### src/rtl/mem_access_unit_pkg.sv
// Shared definitions for the load/store unit and the control unit.
//   - load (mem_read) and store (mem_write) operation codes
//   - FSM state encoding and access-size classification
//   - default bus timeout and small decode helpers
package mem_access_unit_pkg;

    // Load codes driven by the control unit on mem_read (110/111 decode as none).
    localparam logic [2:0] LD_NONE = 3'b000;
    localparam logic [2:0] LD_LW   = 3'b001;
    localparam logic [2:0] LD_LH   = 3'b010;
    localparam logic [2:0] LD_LHU  = 3'b011;
    localparam logic [2:0] LD_LB   = 3'b100;
    localparam logic [2:0] LD_LBU  = 3'b101;

    // Store codes driven by the control unit on mem_write.
    localparam logic [1:0] ST_NONE = 2'b00;
    localparam logic [1:0] ST_SW   = 2'b01;
    localparam logic [1:0] ST_SH   = 2'b10;
    localparam logic [1:0] ST_SB   = 2'b11;

    // Maximum number of BUSY cycles spent waiting for mem_ready.
    localparam int TIMEOUT_DEFAULT = 255;

    typedef enum logic [1:0] {
        S_IDLE = 2'b00,
        S_BUSY = 2'b01,
        S_DONE = 2'b10
    } state_e;

    typedef enum logic [1:0] {
        SZ_BYTE = 2'd0,
        SZ_HALF = 2'd1,
        SZ_WORD = 2'd2
    } size_e;

    function automatic logic is_load(input logic [2:0] code);
        return (code >= LD_LW) && (code <= LD_LBU);
    endfunction

    function automatic size_e load_size(input logic [2:0] code);
        case (code)
            LD_LW:          return SZ_WORD;
            LD_LH, LD_LHU:  return SZ_HALF;
            default:        return SZ_BYTE;
        endcase
    endfunction

    function automatic size_e store_size(input logic [1:0] code);
        case (code)
            ST_SW:   return SZ_WORD;
            ST_SH:   return SZ_HALF;
            default: return SZ_BYTE;
        endcase
    endfunction

    function automatic logic is_misaligned(input size_e sz, input logic [1:0] off);
        case (sz)
            SZ_WORD: return off != 2'b00;
            SZ_HALF: return off[0];
            default: return 1'b0;
        endcase
    endfunction

endpackage

### src/rtl/load_extend.sv
// Combinational load-result formatter.
// Ports:
//   rdata_i [31:0] - raw word returned by memory
//   op_i    [2:0]  - load code (LW/LH/LHU/LB/LBU; anything else yields 0)
//   off_i   [1:0]  - byte offset of the access inside the word
//   data_o  [31:0] - lane-selected, sign/zero-extended load result
module load_extend
    import mem_access_unit_pkg::*;
(
    input  logic [31:0] rdata_i,
    input  logic [2:0]  op_i,
    input  logic [1:0]  off_i,
    output logic [31:0] data_o
);

    logic [7:0]  byte_sel;
    logic [15:0] half_sel;

    always_comb begin
        byte_sel = rdata_i[{off_i, 3'b000} +: 8];
        half_sel = off_i[1] ? rdata_i[31:16] : rdata_i[15:0];
        case (op_i)
            LD_LW:   data_o = rdata_i;
            LD_LH:   data_o = {{16{half_sel[15]}}, half_sel};
            LD_LHU:  data_o = {16'h0000, half_sel};
            LD_LB:   data_o = {{24{byte_sel[7]}}, byte_sel};
            LD_LBU:  data_o = {24'h000000, byte_sel};
            default: data_o = 32'h0000_0000;
        endcase
    end

endmodule

### src/rtl/mem_access_unit.sv
// Load/store unit between the core pipeline and a word-wide memory bus.
// Decodes the control unit's load/store codes, rejects misaligned accesses,
// runs a request/ready handshake with a bounded wait, and returns a one-cycle
// done pulse with the extended load result.
// Ports:
//   clk, rst                 - clock, asynchronous active-high reset
//   mem_read [2:0]           - load code (load wins over a simultaneous store)
//   mem_write[1:0]           - store code
//   addr, store_data [31:0]  - byte address and rs2 value
//   load_data [31:0]         - extended load result, valid while done=1
//   stall                    - hold-PC request to the core
//   done, misaligned, bus_error - one-cycle completion pulse and its status
//   mem_req/mem_we/mem_addr/mem_wstrb/mem_wdata - memory request (held while BUSY)
//   mem_ready, mem_rdata     - memory response
module mem_access_unit
    import mem_access_unit_pkg::*;
#(
    parameter int TIMEOUT = TIMEOUT_DEFAULT
) (
    input  logic        clk,
    input  logic        rst,
    input  logic [2:0]  mem_read,
    input  logic [1:0]  mem_write,
    input  logic [31:0] addr,
    input  logic [31:0] store_data,
    output logic [31:0] load_data,
    output logic        stall,
    output logic        done,
    output logic        misaligned,
    output logic        bus_error,
    output logic        mem_req,
    output logic        mem_we,
    output logic [31:0] mem_addr,
    output logic [3:0]  mem_wstrb,
    output logic [31:0] mem_wdata,
    input  logic        mem_ready,
    input  logic [31:0] mem_rdata
);

    localparam int CNT_W = (TIMEOUT > 1) ? $clog2(TIMEOUT) : 1;
    localparam logic [CNT_W-1:0] CNT_LAST = CNT_W'(TIMEOUT - 1);

    state_e            state_q, state_d;
    logic [CNT_W-1:0]  cnt_q, cnt_d;
    logic [2:0]        ld_code_q, ld_code_d;
    logic [1:0]        st_code_q, st_code_d;
    logic [31:0]       addr_q, addr_d;
    logic [31:0]       sdata_q, sdata_d;
    logic [31:0]       ld_data_q, ld_data_d;
    logic              misal_q, misal_d;
    logic              berr_q, berr_d;

    logic              load_req, store_req, acc_req, req_misal;
    size_e             req_size;
    logic [31:0]       ext_data;
    logic [3:0]        strb_w;
    logic [31:0]       wdata_w;
    logic              busy, is_store;

    // Request decode on the live instruction inputs.
    always_comb begin
        load_req  = is_load(mem_read);
        store_req = !load_req && (mem_write != ST_NONE);
        acc_req   = load_req || store_req;
        req_size  = load_req ? load_size(mem_read) : store_size(mem_write);
        req_misal = is_misaligned(req_size, addr[1:0]);
    end

    load_extend u_load_extend (
        .rdata_i (mem_rdata),
        .op_i    (ld_code_q),
        .off_i   (addr_q[1:0]),
        .data_o  (ext_data)
    );

    // Store lane strobes and lane-replicated data from the latched request.
    always_comb begin
        strb_w  = 4'b0000;
        wdata_w = 32'h0000_0000;
        case (st_code_q)
            ST_SW: begin
                strb_w  = 4'b1111;
                wdata_w = sdata_q;
            end
            ST_SH: begin
                strb_w  = addr_q[1] ? 4'b1100 : 4'b0011;
                wdata_w = {2{sdata_q[15:0]}};
            end
            ST_SB: begin
                strb_w  = 4'b0001 << addr_q[1:0];
                wdata_w = {4{sdata_q[7:0]}};
            end
            ST_NONE: ;
        endcase
    end

    always_ff @(posedge clk or posedge rst) begin
        if (rst) begin
            state_q   <= S_IDLE;
            cnt_q     <= '0;
            ld_code_q <= LD_NONE;
            st_code_q <= ST_NONE;
            addr_q    <= '0;
            sdata_q   <= '0;
            ld_data_q <= '0;
            misal_q   <= 1'b0;
            berr_q    <= 1'b0;
        end else begin
            state_q   <= state_d;
            cnt_q     <= cnt_d;
            ld_code_q <= ld_code_d;
            st_code_q <= st_code_d;
            addr_q    <= addr_d;
            sdata_q   <= sdata_d;
            ld_data_q <= ld_data_d;
            misal_q   <= misal_d;
            berr_q    <= berr_d;
        end
    end

    always_comb begin
        state_d   = state_q;
        cnt_d     = cnt_q;
        ld_code_d = ld_code_q;
        st_code_d = st_code_q;
        addr_d    = addr_q;
        sdata_d   = sdata_q;
        ld_data_d = ld_data_q;
        misal_d   = misal_q;
        berr_d    = berr_q;
        case (state_q)
            S_IDLE: begin
                if (acc_req) begin
                    if (req_misal) begin
                        // Reported straight away; memory is never touched.
                        misal_d   = 1'b1;
                        ld_data_d = '0;
                        state_d   = S_DONE;
                    end else begin
                        ld_code_d = load_req ? mem_read : LD_NONE;
                        st_code_d = load_req ? ST_NONE : mem_write;
                        addr_d    = addr;
                        sdata_d   = store_data;
                        cnt_d     = '0;
                        state_d   = S_BUSY;
                    end
                end
            end
            S_BUSY: begin
                cnt_d = cnt_q + 1'b1;
                // mem_ready takes priority over a timeout in the same cycle.
                if (mem_ready) begin
                    ld_data_d = ext_data;
                    state_d   = S_DONE;
                end else if (cnt_q == CNT_LAST) begin
                    berr_d    = 1'b1;
                    ld_data_d = '0;
                    state_d   = S_DONE;
                end
            end
            S_DONE: begin
                // Status only lives for the single DONE cycle.
                ld_data_d = '0;
                misal_d   = 1'b0;
                berr_d    = 1'b0;
                state_d   = S_IDLE;
            end
            default: state_d = S_IDLE;
        endcase
    end

    always_comb begin
        busy     = (state_q == S_BUSY);
        is_store = (st_code_q != ST_NONE);
        case (state_q)
            S_IDLE:  stall = acc_req;
            S_BUSY:  stall = 1'b1;
            default: stall = 1'b0;
        endcase
    end

    assign mem_req    = busy;
    assign mem_we     = busy && is_store;
    assign mem_addr   = busy ? {addr_q[31:2], 2'b00} : 32'h0000_0000;
    assign mem_wstrb  = (busy && is_store) ? strb_w : 4'b0000;
    assign mem_wdata  = (busy && is_store) ? wdata_w : 32'h0000_0000;
    assign done       = (state_q == S_DONE);
    assign misaligned = misal_q;
    assign bus_error  = berr_q;
    assign load_data  = ld_data_q;

endmodule

### config.mk
export PLATFORM = sky130hd
export DESIGN_NAME = mem_access_unit
export DESIGN_NICKNAME = d
export VERILOG_FILES = /design/src/rtl/mem_access_unit_pkg.sv /design/src/rtl/load_extend.sv /design/src/rtl/mem_access_unit.sv
export SDC_FILE = /design/constraint.sdc
export NUM_CORES = 1
export LEC_CHECK = 0
export ABC_AREA = 1
export CAP_MARGIN = 25
export CORE_MARGIN = 2
export CORE_UTILIZATION = 51
export CTS_CLUSTER_SIZE = 24
export DETAILED_ROUTE_END_ITERATION = 12
export PLACE_DENSITY_LB_ADDON = 0.05
export SYNTH_ARGS = -nofsm -noshare
export SYNTH_HDL_FRONTEND = slang
export SYNTH_SLANG_ARGS = --single-unit
### constraint.sdc
create_clock -name clk -period 9.4 [get_ports clk]
set_input_delay 0.94 -clock clk [delete_from_list [all_inputs] [get_ports clk]]
set_output_delay 0.94 -clock clk [all_outputs]
set_load 0.02 [all_outputs]
Yosys cells after proc, flatten, opt, wreduce, memory -nomap -nowiden:

Cells that the tools add are included.

* register bits after elaboration: 113
* input bits: 104
* output and inout port bits: 106

* shift-type cells: 2
* equal/unequal tests: 24
* order comparisons: 2
* reduce and logical (&&, ||, !) cells: 20
* mux-type cells: 34
* add/subtract/negate cells: 1
* bitwise operators: 1

Operators by type and width (count)
* 32-bit 2-to-1 mux: 6
* 32-bit one-hot mux with 3 select lines: 2
* 32-bit one-hot mux with 5 select lines: 1
* 32-bit by 6-bit variable part select with 8-bit output: 1
* 16-bit 2-to-1 mux: 1
* 8-bit 2-to-1 mux: 2
* 8-bit one-hot mux with 2 select lines: 1
* 3-bit by 2-bit equality test with 1-bit output (second input constant): 4
* 2-bit 2-to-1 mux: 6
* 2-bit one-hot mux with 2 select lines: 3
* 4-bit one-hot mux with 3 select lines: 1
* 3-bit AND reduction: 4
* 2-bit nonzero test: 6
* 2-bit equality test (second input constant): 5
* 8-bit by 1-bit adder with 8-bit output (second input constant): 1
* 2-bit by 1-bit equality test with 1-bit output (second input constant): 4
* 8-bit equality test (second input constant): 1
* 4-bit 2-to-1 mux: 2
* 2-bit inequality test (second input constant): 4
* 1-bit one-hot mux with 2 select lines: 4
* 3-bit by 1-bit equality test with 1-bit output (second input constant): 2
* 3-bit equality test (second input constant): 2
* 1-bit 2-to-1 mux: 4
* 4-bit AND reduction: 1
* 14 further kinds: 16

Depth between registers and ports, before layout:

* depth after elaboration: 9
* mapped depth: 17
* gate-level depth less buffers: 15

Hierarchy:

Synthesis repeated with hierarchy kept, for this count alone.

* cell total of the unflattened synthesis: 1003
* area total of the unflattened synthesis: 6826.5 sq um

Modules (own cells, without submodules)
* mem_access_unit: cells each 841, area each 6060.8 sq um, seq. area each 2827.7 sq um, instances 1
* load_extend: cells each 162, area each 765.7 sq um, seq. area each 0.0 sq um, instances 1

Least setup slack after synthesis:

Ideal clock, no wire load.

* path kind: flip-flop to output port
* start point: register state_q[1]
* end point: output mem_wstrb[2]
* buffers on the path: 1
* arrival: 1.932 ns
* cell stages (with the launch flop): 8
* setup slack: 6.528 ns
* cell sequence: dfrtp_1 -> inv_1 -> ha_1 -> inv_1 -> a21oi_1 -> clkbuf_1 -> o21ai_0 -> nor2_1

* cells in the longest elaborated chain, start to end: 3

RTL lines
* start, declared: RTL line mem_access_unit.sv:43 `state_e state_q, state_d;`
* start signal, assigned: RTL line mem_access_unit.sv:109 `state_q <= state_d;`
* 2-bit by 1-bit equality test with 1-bit output: RTL line mem_access_unit.sv:173 `busy = (state_q == S_BUSY);`
* net mem_req: RTL line mem_access_unit.sv:31 `output logic mem_req,`
* 1-bit logical AND
* net mem_we: RTL line mem_access_unit.sv:32 `output logic mem_we,`
* 4-bit 2-to-1 mux: RTL line mem_access_unit.sv:185 `assign mem_wstrb = (busy && is_store) ? strb_w : 4'b0000;`
* end, declared: RTL line mem_access_unit.sv:34 `output logic [3:0] mem_wstrb,`

The timed path passes the listed nets, and every way through them passes these cells.

Worst setup path in the final report:

* start point: register state_q[1]
* end point: output mem_wdata[28]

* cells in the longest elaborated chain, start to end: 3

RTL lines
* 2-bit by 1-bit equality test with 1-bit output: RTL line mem_access_unit.sv:173
* 1-bit logical AND: RTL line mem_access_unit.sv:186 `assign mem_wdata = (busy && is_store) ? wdata_w : 32'h0000_0000;`
* 32-bit 2-to-1 mux: RTL line mem_access_unit.sv:186
* end, declared: RTL line mem_access_unit.sv:35 `output logic [31:0] mem_wdata,`

No other way between the ends.

==> reports/results.env <==
PLACE.GP.CONGESTION=0.850
CRITPATHTOPFAMILY='buffers and inverters'
NETSWITCHINGFRACTION_PCT=44.9
FINAL_CELL_AREA_UM2=9300
CLKSINKCOUNT=113
YS_FF_LATCH=113
ENDPOINT_KIND='output pin'
RESIDUAL_ANTENNA_VIOLATING_NET_COUNT_AFTER_DETAILED_ROUTING=0
FP.DIEAREA_UM2=14100
ANTENNA_VIOLATIONS_BEFORE_REPAIR=0
FINAL_CELL_COUNT_NO_FILL=1385
GR-USAGE-ALL-LAYERS_PCT=28.1
VIA_PER_INST=4.96
TIMING.RR.START='addr_q[1]'
UTILIZATION_PCT=72.8
MIN-DELAY-PATH-CLASS='reg -> reg'
INITIAL_CELL_DENSITY_OF_THE_CORE_PCT=52.7
CLOCKPOWERSHARE_PCT=21.6
WORST-SLEW-PIN-TRANSITION_NS=1.03
INTERNAL_POWER_mW=1.48
HOLD_VIOL=0
HPWL_MM=13.4
GRT_PASS1_VIAS=6491
FLOORPLAN.DIE.HEIGHT_UM=119
POST_SYNTHESIS_INSTANCE_TOTAL=1021
INSERTION_DELAY_NS=0.42
LAYOUT.CELLS.MOST_COMMON='nand2_1'
GRT_REMAINING_OVERFLOW=0
CTS.REPAIR.RESIZED=0
P_SWITCHING_mW=1.21
POWER.DENSITY_CELL_AREA_nW_PER_UM2=288
MAX-VDD-IR-DROP_mV=0.177
PATH_DEPTH=8
PIN_COUNT_OF_THE_BIGGEST_NET_ENTERING_GLOBAL_ROUTING=91
REG_TO_REG_END='load_data[31]'
R2R_CELLS=7
SYNTHESIS.YOSYS.WARNINGS=0
FINAL_LAYOUT_SIZE_SUFFIX_GT1_SHARE_PCT=5.03
SYN_AREA_PER_CELL_UM2=6.59
HOLDBUFCOUNTCTS=0
CORE.ROWCOUNT=41
P_LEAK_nW=5.13
MAX-SLEW-MARGIN-REL_PCT=31.2
CTS_ROOT_BUFFER='clkbuf_16'
SYNTH_CELL_TYPES=29
WORST_STAGE_DELAY_ON_THE_CRITICAL_PATH_NS=0.71
PORTBUFFERS=207
CTS-HTREE-LEVELS=4
CRIT_BUF_INV=5
TIMING_MAX_TRANSITION_VIOLATIONS_FINAL=0
SETUP.WORST_PATH.START='state_q[1]'
CRITPATHCAPTURE='mem_wdata[28]'
DRT_PRE_ANTENNA_ITERS=6
DRC=0
DIE_WIDTH_UM=119
SETUP_REPAIR_AFTER_GLOBAL_ROUTING_MISSED_ITS_MARGIN='false'
IOS=210
PLACED_AREA_UM2=8750
SETUP.REG_TO_REG.WORST_SLACK_NS=6.44
FIRST_ITER_VIOLATIONS=588
TIMING.CRITICAL_PATH.FANOUT_MAX=24
FP.COREAREA_UM2=12800
SETUP.WORST_PATH.CLASS='reg -> out'
STATUS='finished clean'
WL_PER_CELL_UM=14.0
LAYOUT_COMMON_CELLS='nand2_1 (487), clkdlybuf4s50_1 (207), inv_1 (137), dfrtp_1 (113), nand3_1 (78)'
CTS_INSERTED_BUFFERS=17
CRIT_PATH_START_KIND='register'
POST-CTS-SETUP-BUFFERS=0
DRV.MAX_CAP_VIOLATION_COUNT=0
SETUP_VIOL=0
WORST-ENDPOINT-REQUIRED_NS=8.46
NUM_VIAS=6874
DESIGN.FINAL.NETS=1313
ROUTED_WL_MM=19.4
PORTION_OF_THE_POST_SYNTHESIS_AREA_USED_BY_SEQUENTIAL_ELEMENTS_PCT=42.0
CRITICAL_PATH.SLOWEST_CELL='a21oi_1'
CLOCK_TREE_FROM_TRITONCTS='done'
SEQUENTIAL_CELL_FRACTION_OF_TOTAL_POWER_PCT=29.9
CLKSLEWWORSTSETUPHOLDPATHS_NS=0.05
PLACEDCELLCOUNT=1354
WORST_CLOCK_SKEW_NS=0.00789
SYN_AREA_UM2=6730
CP_CELL_SEQUENCE='inv_1, ha_1, inv_1, a21oi_1, inv_1, or2_2, inv_1, clkdlybuf4s50_1'
GRT_FIRST_PASS_WIRELENGTH_MM=31.8
FMAX_GHz=0.219
P_COMB_SHARE_PCT=48.5
WORST_PATH_MOST_REPEATED_CELL='inv_1'
LAYOUT_MIN_CYCLE_TIME_NS=4.56
FLOW.AREA_GROWTH_FROM_SYNTHESIS_PCT=38.2
SETUP-TNS-FINAL_NS=0
WORSTPATHARRIVAL_NS=3.62
TIMING.FINAL.CRIT_SHARE_PCT=48.6
ANTENNA_CELLS_INSERTED=0
CLOCK_PATH_BUFFERS=2
[flip-flops by register name (all words and copies together), names as in the netlist]
register	flops
addr_q	32
load_data	32
sdata_q	32
cnt_q	8
ld_code_q	3
st_code_q	2
state_q	2
bus_error	1
misaligned	1
[power groups by stage]
stage | Clock [mW] | Sequential (mW) | Combinational [mW]
after global placement | 0 | 0.802 | 1.27
after global routing | 0.606 | 0.824 | 1.45
after floorplan | 0 | 0.767 | 0.932
after detailed placement | 0 | 0.802 | 1.30
final | 0.579 | 0.803 | 1.30
after CTS | 0.585 | 0.800 | 1.30
[metal layers]
layer  global-route usage [%]  part of all wire [%]  wire length [um]
met1                     35.3                    42              8190
met5                        0                     0                 0
met2                     45.3                    48              9250
met3                     8.52                   8.0              1560
met4                     10.9                   2.3               454
[Yosys cell counts]
cell / n / area share (%)
a31oi_2: 1 / 0.19
o22ai_1: 8 / 0.74
nor2_2: 1 / 0.093
or2_2: 9 / 0.84
nand2_1: 487 / 27
nor3_1: 4 / 0.30
buf_6: 7 / 1.2
ha_1: 7 / 1.3
o21ai_2: 1 / 0.13
inv_1: 138 / 7.7
inv_2: 4 / 0.22
dfrtp_1: 113 / 42
buf_1: 4 / 0.22
nand3_1: 78 / 5.8
o21ai_1: 1 / 0.074
clkbuf_1: 6 / 0.33
nand3_2: 1 / 0.15
buf_2: 27 / 2.0
nor2_4: 3 / 0.50
buf_4: 8 / 0.89
a21oi_1: 24 / 1.8
nand2_2: 7 / 0.65
conb_1: 1 / 0.056
a21boi_0: 1 / 0.11
o21ai_0: 41 / 3.0
nand4_1: 2 / 0.19
nor2_1: 32 / 1.8
xor2_1: 3 / 0.39
or2_1: 2 / 0.19
[through the flow]
step	total power [mW]	worst slack, ns	hold slack (ns)
2_1_floorplan	1.70	5.47	0.442
3_3_place_gp	2.07	5.13	0.455
3_5_place_dp	2.10	5.10	0.459
4_1_cts	2.68	4.84	0.472
5_1_grt	2.88	4.69	0.488
6_report	2.68	4.84	0.472
[worst register-to-register path, cell delays in order (launching register included)]
cell and delay [ns]:
dfrtp_1 1.01, inv_1 0.76, nand2_1 0.23, nand2_1 0.10
nand2_2 0.35, nand3_1 0.14, nand3_1 0.18, nand2_1 0.07
[worst min path at each step]
stage / start / cells after the start / to
finish: addr_q[26] / 2 / addr_q[26]
floorplan: addr_q[10] / 2 / addr_q[10]
global route: addr_q[29] / 2 / addr_q[29]
CTS: sdata_q[31] / 2 / sdata_q[31]
global placement: sdata_q[31] / 2 / sdata_q[31]
detailed placement: sdata_q[31] / 2 / sdata_q[31]
[logic make-up after synthesis]
kind of cell / count (synthesis) / share of synthesized area (%)
and+or+nand+nor: 626 / 37.6
buffers and inverters: 194 / 12.5
DFF: 113 / 42.0
AOI/OAI and AO/OA: 77 / 6.08
adders and majority gates: 7 / 1.30
xor gates and xnor gates: 3 / 0.390
other: 1 / 0.0557
[area by class of cell]
type | count | area (um^2)
flip-flops and latches | 113 | 2830
well taps | 172 | 215
clock inverters | 6 | 32.5
clock buffers | 24 | 492
inverters | 142 | 536
fillers | 1029 | 3470
repair buffers | 213 | 2140
multi-input cells | 715 | 3060
Note: power is estimated with default switching activity, not from simulation.
==> variant 1: new RTL, same flow settings <==
Set the package constant `TIMEOUT_DEFAULT` to 510 (it was 255).
--- a/src/rtl/mem_access_unit_pkg.sv
+++ b/src/rtl/mem_access_unit_pkg.sv
@@ -19,7 +19,7 @@
     localparam logic [1:0] ST_SB   = 2'b11;
 
     // Maximum number of BUSY cycles spent waiting for mem_ready.
-    localparam int TIMEOUT_DEFAULT = 255;
+    localparam int TIMEOUT_DEFAULT = 510;
 
     typedef enum logic [1:0] {
         S_IDLE = 2'b00,
Formal check against the unedited RTL: no difference found for any inputs over 4 cycles, from zero or initial values and one cycle with rst high; that may be too few to reach the edited logic, so the function may still have changed.
==> variant 1 against the unedited design <==
Design area fell by 1.0%; routed wire length decreased by 2.2%; register-to-register slack better by 300 ps; clock power grew 14%; count of clock-buffer cells in the layout fell by 2; sequential cell count rose by 1; utilization increased by 0.43 points; synthesized area fell by 2.7%; power up 1.9%; global-route usage is 0.13 points higher; worst setup slack worse by 480 ps; critical endpoint is now mem_wdata[24]; largest cell class unchanged.
==> variant 1: results (changes against the unedited design) <==
run_status:
  status: "completed"  # unchanged
finish:
  drive_above_1_share_pct: 6.71  # was 5.03%
  nMultiInputCombCells: 681  # was 715
  multi_input_area_share_pct: 32.8  # was 32.9%
  fillers: 1045  # was 1029
  ff_latch_area_mm2: 0.00285  # was 0.00283 mm^2
  final-clk-cell-share_pct: 6.56  # was 5.63%
  num-nonclk-buffers: 211  # was 213
  fin_nets: 1246  # was 1313
  multi_input_area_mm2: 0.00302  # was 0.00306 mm^2
  inv_count: 110  # was 142
  clkbuf_count: 22  # was 24
global_route:
  grt_pass1_wl_um: 31100  # was 31800 um
  grt_use_met2_pct: 44.2  # was 45.3%
  met1_usage_pct: 36.6  # was 35.3%
  grt_max_degree: 92  # was 91
  use_met3_pct: 9.19  # was 8.52%
  track_usage_pct: 28.2  # was 28.1%
logic_synthesis:
  synth-seq-area-share_pct: 43.5  # was 42.0%
  synth_xor_area_share_pct: 0.267  # was 0.390%
  synthMuxAreaShare_pct: 0  # unchanged
  synth_compound_area_share_pct: 7.60  # was 6.08%
  syn_avg_cell_area_um2: 6.88  # was 6.59 um^2
  synth_commonest_cells: "nand2_1, dfrtp_1, inv_1"  # was nand2_1, inv_1, dfrtp_1
  synth-adder-area-share_pct: 1.34  # was 1.30%
  synth_cell_types: 31  # was 29
power:
  p_clk_share_pct: 24.2  # was 21.6%
  vdd_drop_max_mv: 0.151  # was 0.177 mV
  seq_cell_power_mw: 0.796  # was 0.803 mW
  swShare_pct: 43.5  # was 44.9%
  leakagePower_nw: 4.78  # was 5.13 nW
place:
  dp_cells: 1288  # was 1354
  dp_hpwl_um: 13200  # was 13400 um
  dp_slack_ps: 4850  # was 5100 ps
  placed_area_mm2: 0.00860  # was 0.00875 mm^2
  gp_congestion: 0.932  # was 0.850
min_path:
  min_from: "addr_q[30]"  # was addr_q[26]
  hold-path-endpoint: "addr_q[30]"  # was addr_q[26]
routing:
  firstDrtPassIters: 5  # was 6
  top_layer_used: "met4"  # unchanged
  drt_iter0_drc: 626  # was 588
  wl_met2_um: 8930  # was 9250 um
  avgRoutedWirePerCell_um: 14.4  # was 14.0 um
  dr_wl_met3_um: 1660  # was 1560 um
  vias: 6724  # was 6874
  wl_um: 19000  # was 19400 um
  wl_met1_um: 8030  # was 8190 um
clock_tree:
  clock_sink_count: 114  # was 113
  cts-root-buf: "clkbuf_16"  # unchanged
critical_path:
  r2r_start: "state_q[1]"  # was addr_q[1]
  ff2ff_setup_slack_ps: 6740  # was 6440 ps
  cp_max_fo: 39  # was 24
  rr_endpoint: "addr_q[24]"  # was load_data[31]
  r2r_cells: 8  # was 7
  arrival_ps: 4100  # was 3620 ps
sta:
  tightest_slew_ps: 916  # was 1030 ps
  skew_ps: 8.89  # was 7.89 ps
[variant 1: changes by cell type after synthesis, moves of 4 or more]
cell     unedited run  this run
o21ai_0            41        50
buf_4               8         4
nand3_1            78        37
nand2_1           487       428
nand3_2             1        10
o21ai_1             1        10
nand2_2             7         2
nor2_1             32        61
nand4_1             2        12
or2_2               9        17
inv_1             138       104
[variant 1: logic make-up after synthesis]
family	count (synthesis)
flops	114
buf+inv	158
simple gates	576
fa+ha+maj	7
compound gates	94
xor+xnor	2
other cells	1
[variant 1: critical path, stage by stage (launching register included)]
cell,delay [ps]
dfrtp_1,370
inv_1,100
ha_1,160
buf_4,370
clkinv_1,360
a21oi_1,700
inv_1,530
or2_2,430
inv_1,60
clkdlybuf4s50_1,590
[variant 1: worst max path at each step]
stage                     from       endpoint
global route        state_q[1]  mem_wdata[26]
finish              state_q[1]  mem_wdata[24]
detailed placement  state_q[1]  mem_wdata[27]
CTS                 state_q[1]  mem_wdata[24]
global placement    state_q[1]  mem_wdata[29]
floorplan                  rst      addr_q[0]
==> variant 2: new RTL, same settings <==
Without the edit above. Take the reset off `addr_q` and load it in a clocked block of its own.
--- a/src/rtl/mem_access_unit.sv
+++ b/src/rtl/mem_access_unit.sv
@@ -100,7 +100,6 @@
             cnt_q     <= '0;
             ld_code_q <= LD_NONE;
             st_code_q <= ST_NONE;
-            addr_q    <= '0;
             sdata_q   <= '0;
             ld_data_q <= '0;
             misal_q   <= 1'b0;
@@ -110,12 +109,15 @@
             cnt_q     <= cnt_d;
             ld_code_q <= ld_code_d;
             st_code_q <= st_code_d;
-            addr_q    <= addr_d;
             sdata_q   <= sdata_d;
             ld_data_q <= ld_data_d;
             misal_q   <= misal_d;
             berr_q    <= berr_d;
         end
+    end
+
+    always_ff @(posedge clk) begin
+        addr_q <= addr_d;
     end
 
     always_comb begin
Formal check against the unedited RTL: no difference found for any inputs over 4 cycles, from zero or initial values and one cycle with rst high; that may be too few to reach the edited logic, so the function may still have changed.
==> variant 2 against the unedited design <==
Combinational power decreased by 9%; critical path depth increased by 1; first-iteration DRC count increased by 6.1%; design area decreased by 2.5%; sequential share of layout area increased by 2.5 points; power decreased by 4.5%; worst setup slack improved by 57 ps; synthesized area decreased by 4.7%; sequential cell count unchanged; clock power increased by 5.7%; routed wire length decreased by 8.8%; clock skew increased by 0.77 ps.
==> variant 2: results (changes against the unedited design) <==
power:
  leakagePower_nw: 4.63  # was 5.13 nW
  vdd_drop_max_mv: 0.178  # was 0.177 mV
run_status:
  status: "completed"  # unchanged
global_route:
  grt_pass1_vias: 5956  # was 6491
  grt_max_degree: 94  # was 91
  grt_pass1_wl_um: 28300  # was 31800 um
  track_usage_pct: 27.2  # was 28.1%
routing:
  drt_iter0_drc: 624  # was 588
  vias: 6345  # was 6874
  avgRoutedWirePerCell_um: 14.1  # was 14.0 um
  firstDrtPassIters: 5  # was 6
  wl_um: 17700  # was 19400 um
logic_synthesis:
  synthArstFlopShare_pct: 71.7  # was 100%
  synth_edf_count: 32  # was 0
  synth_commonest_cells: "nand2_1, inv_1, dfrtp_1"  # unchanged
  synth_cell_types: 33  # was 29
  syn_avg_cell_area_um2: 7.24  # was 6.59 um^2
finish:
  bufAreaShareNonClock_pct: 23.4  # was 23.0%
  nMultiInputCombCells: 590  # was 715
  final-clk-cell-share_pct: 6.25  # was 5.63%
  inv_count: 143  # was 142
  multi_input_area_share_pct: 29.2  # was 32.9%
  num-nonclk-buffers: 211  # was 213
  fillers: 974  # was 1029
  drive_above_1_share_pct: 5.60  # was 5.03%
  utilization_pct: 74.6  # was 72.8%
  clkbuf_count: 20  # was 24
critical_path:
  r2r_cells: 9  # was 7
  endpoint: "mem_wdata[31]"  # was mem_wdata[28]
  rr_endpoint: "cnt_q[7]"  # was load_data[31]
  arrival_ps: 3570  # was 3620 ps
  ff2ff_setup_slack_ps: 6640  # was 6440 ps
min_path:
  min_from: "load_data[0]"  # was addr_q[26]
  hold-path-endpoint: "load_data[0]"  # was addr_q[26]
sta:
  relSlewSlack_pct: 35.1  # was 31.2%
  fin_hold_ws_ps: 475  # was 472 ps
  skew_ps: 8.66  # was 7.89 ps
place:
  dp_cells: 1224  # was 1354
  placed_area_mm2: 0.00848  # was 0.00875 mm^2
floorplan:
  die_area_mm2: 0.0135  # was 0.0141 mm^2
==> variant 2: cells by family (layout without fill, tap and decap cells) <==
kind of cell / Yosys count / in the layout / share of synthesized area (%)
AND/OR/NAND/NOR: 482 / 482 / 31.3
adder cells (fa/ha/maj): 7 / 7 / 1.36
XOR/XNOR: 5 / 5 / 0.682
flip-flops: 113 / 113 / 46.6
other: 1 / 2 / 0.0584
buffers and inverters: 184 / 386 / 12.3
AO/OA/AOI/OAI: 94 / 94 / 7.72
==> variant 2: routing by layer <==
layer  wire [um]  vias up  global-route usage (%)
met1        7110     2917                    33.8
met3        1350       48                    6.69
met2        8680      261                    44.6
met4         582        0                    13.3
met5           0        -                       0
li1            -     3119                       -
==> variant 2: power by group <==
part           switching, mW  total [mW]  internal [mW]
logic                  0.769        1.18          0.414
clock network          0.233       0.612          0.379
registers             0.0902       0.767          0.676
total                   1.09        2.56           1.47
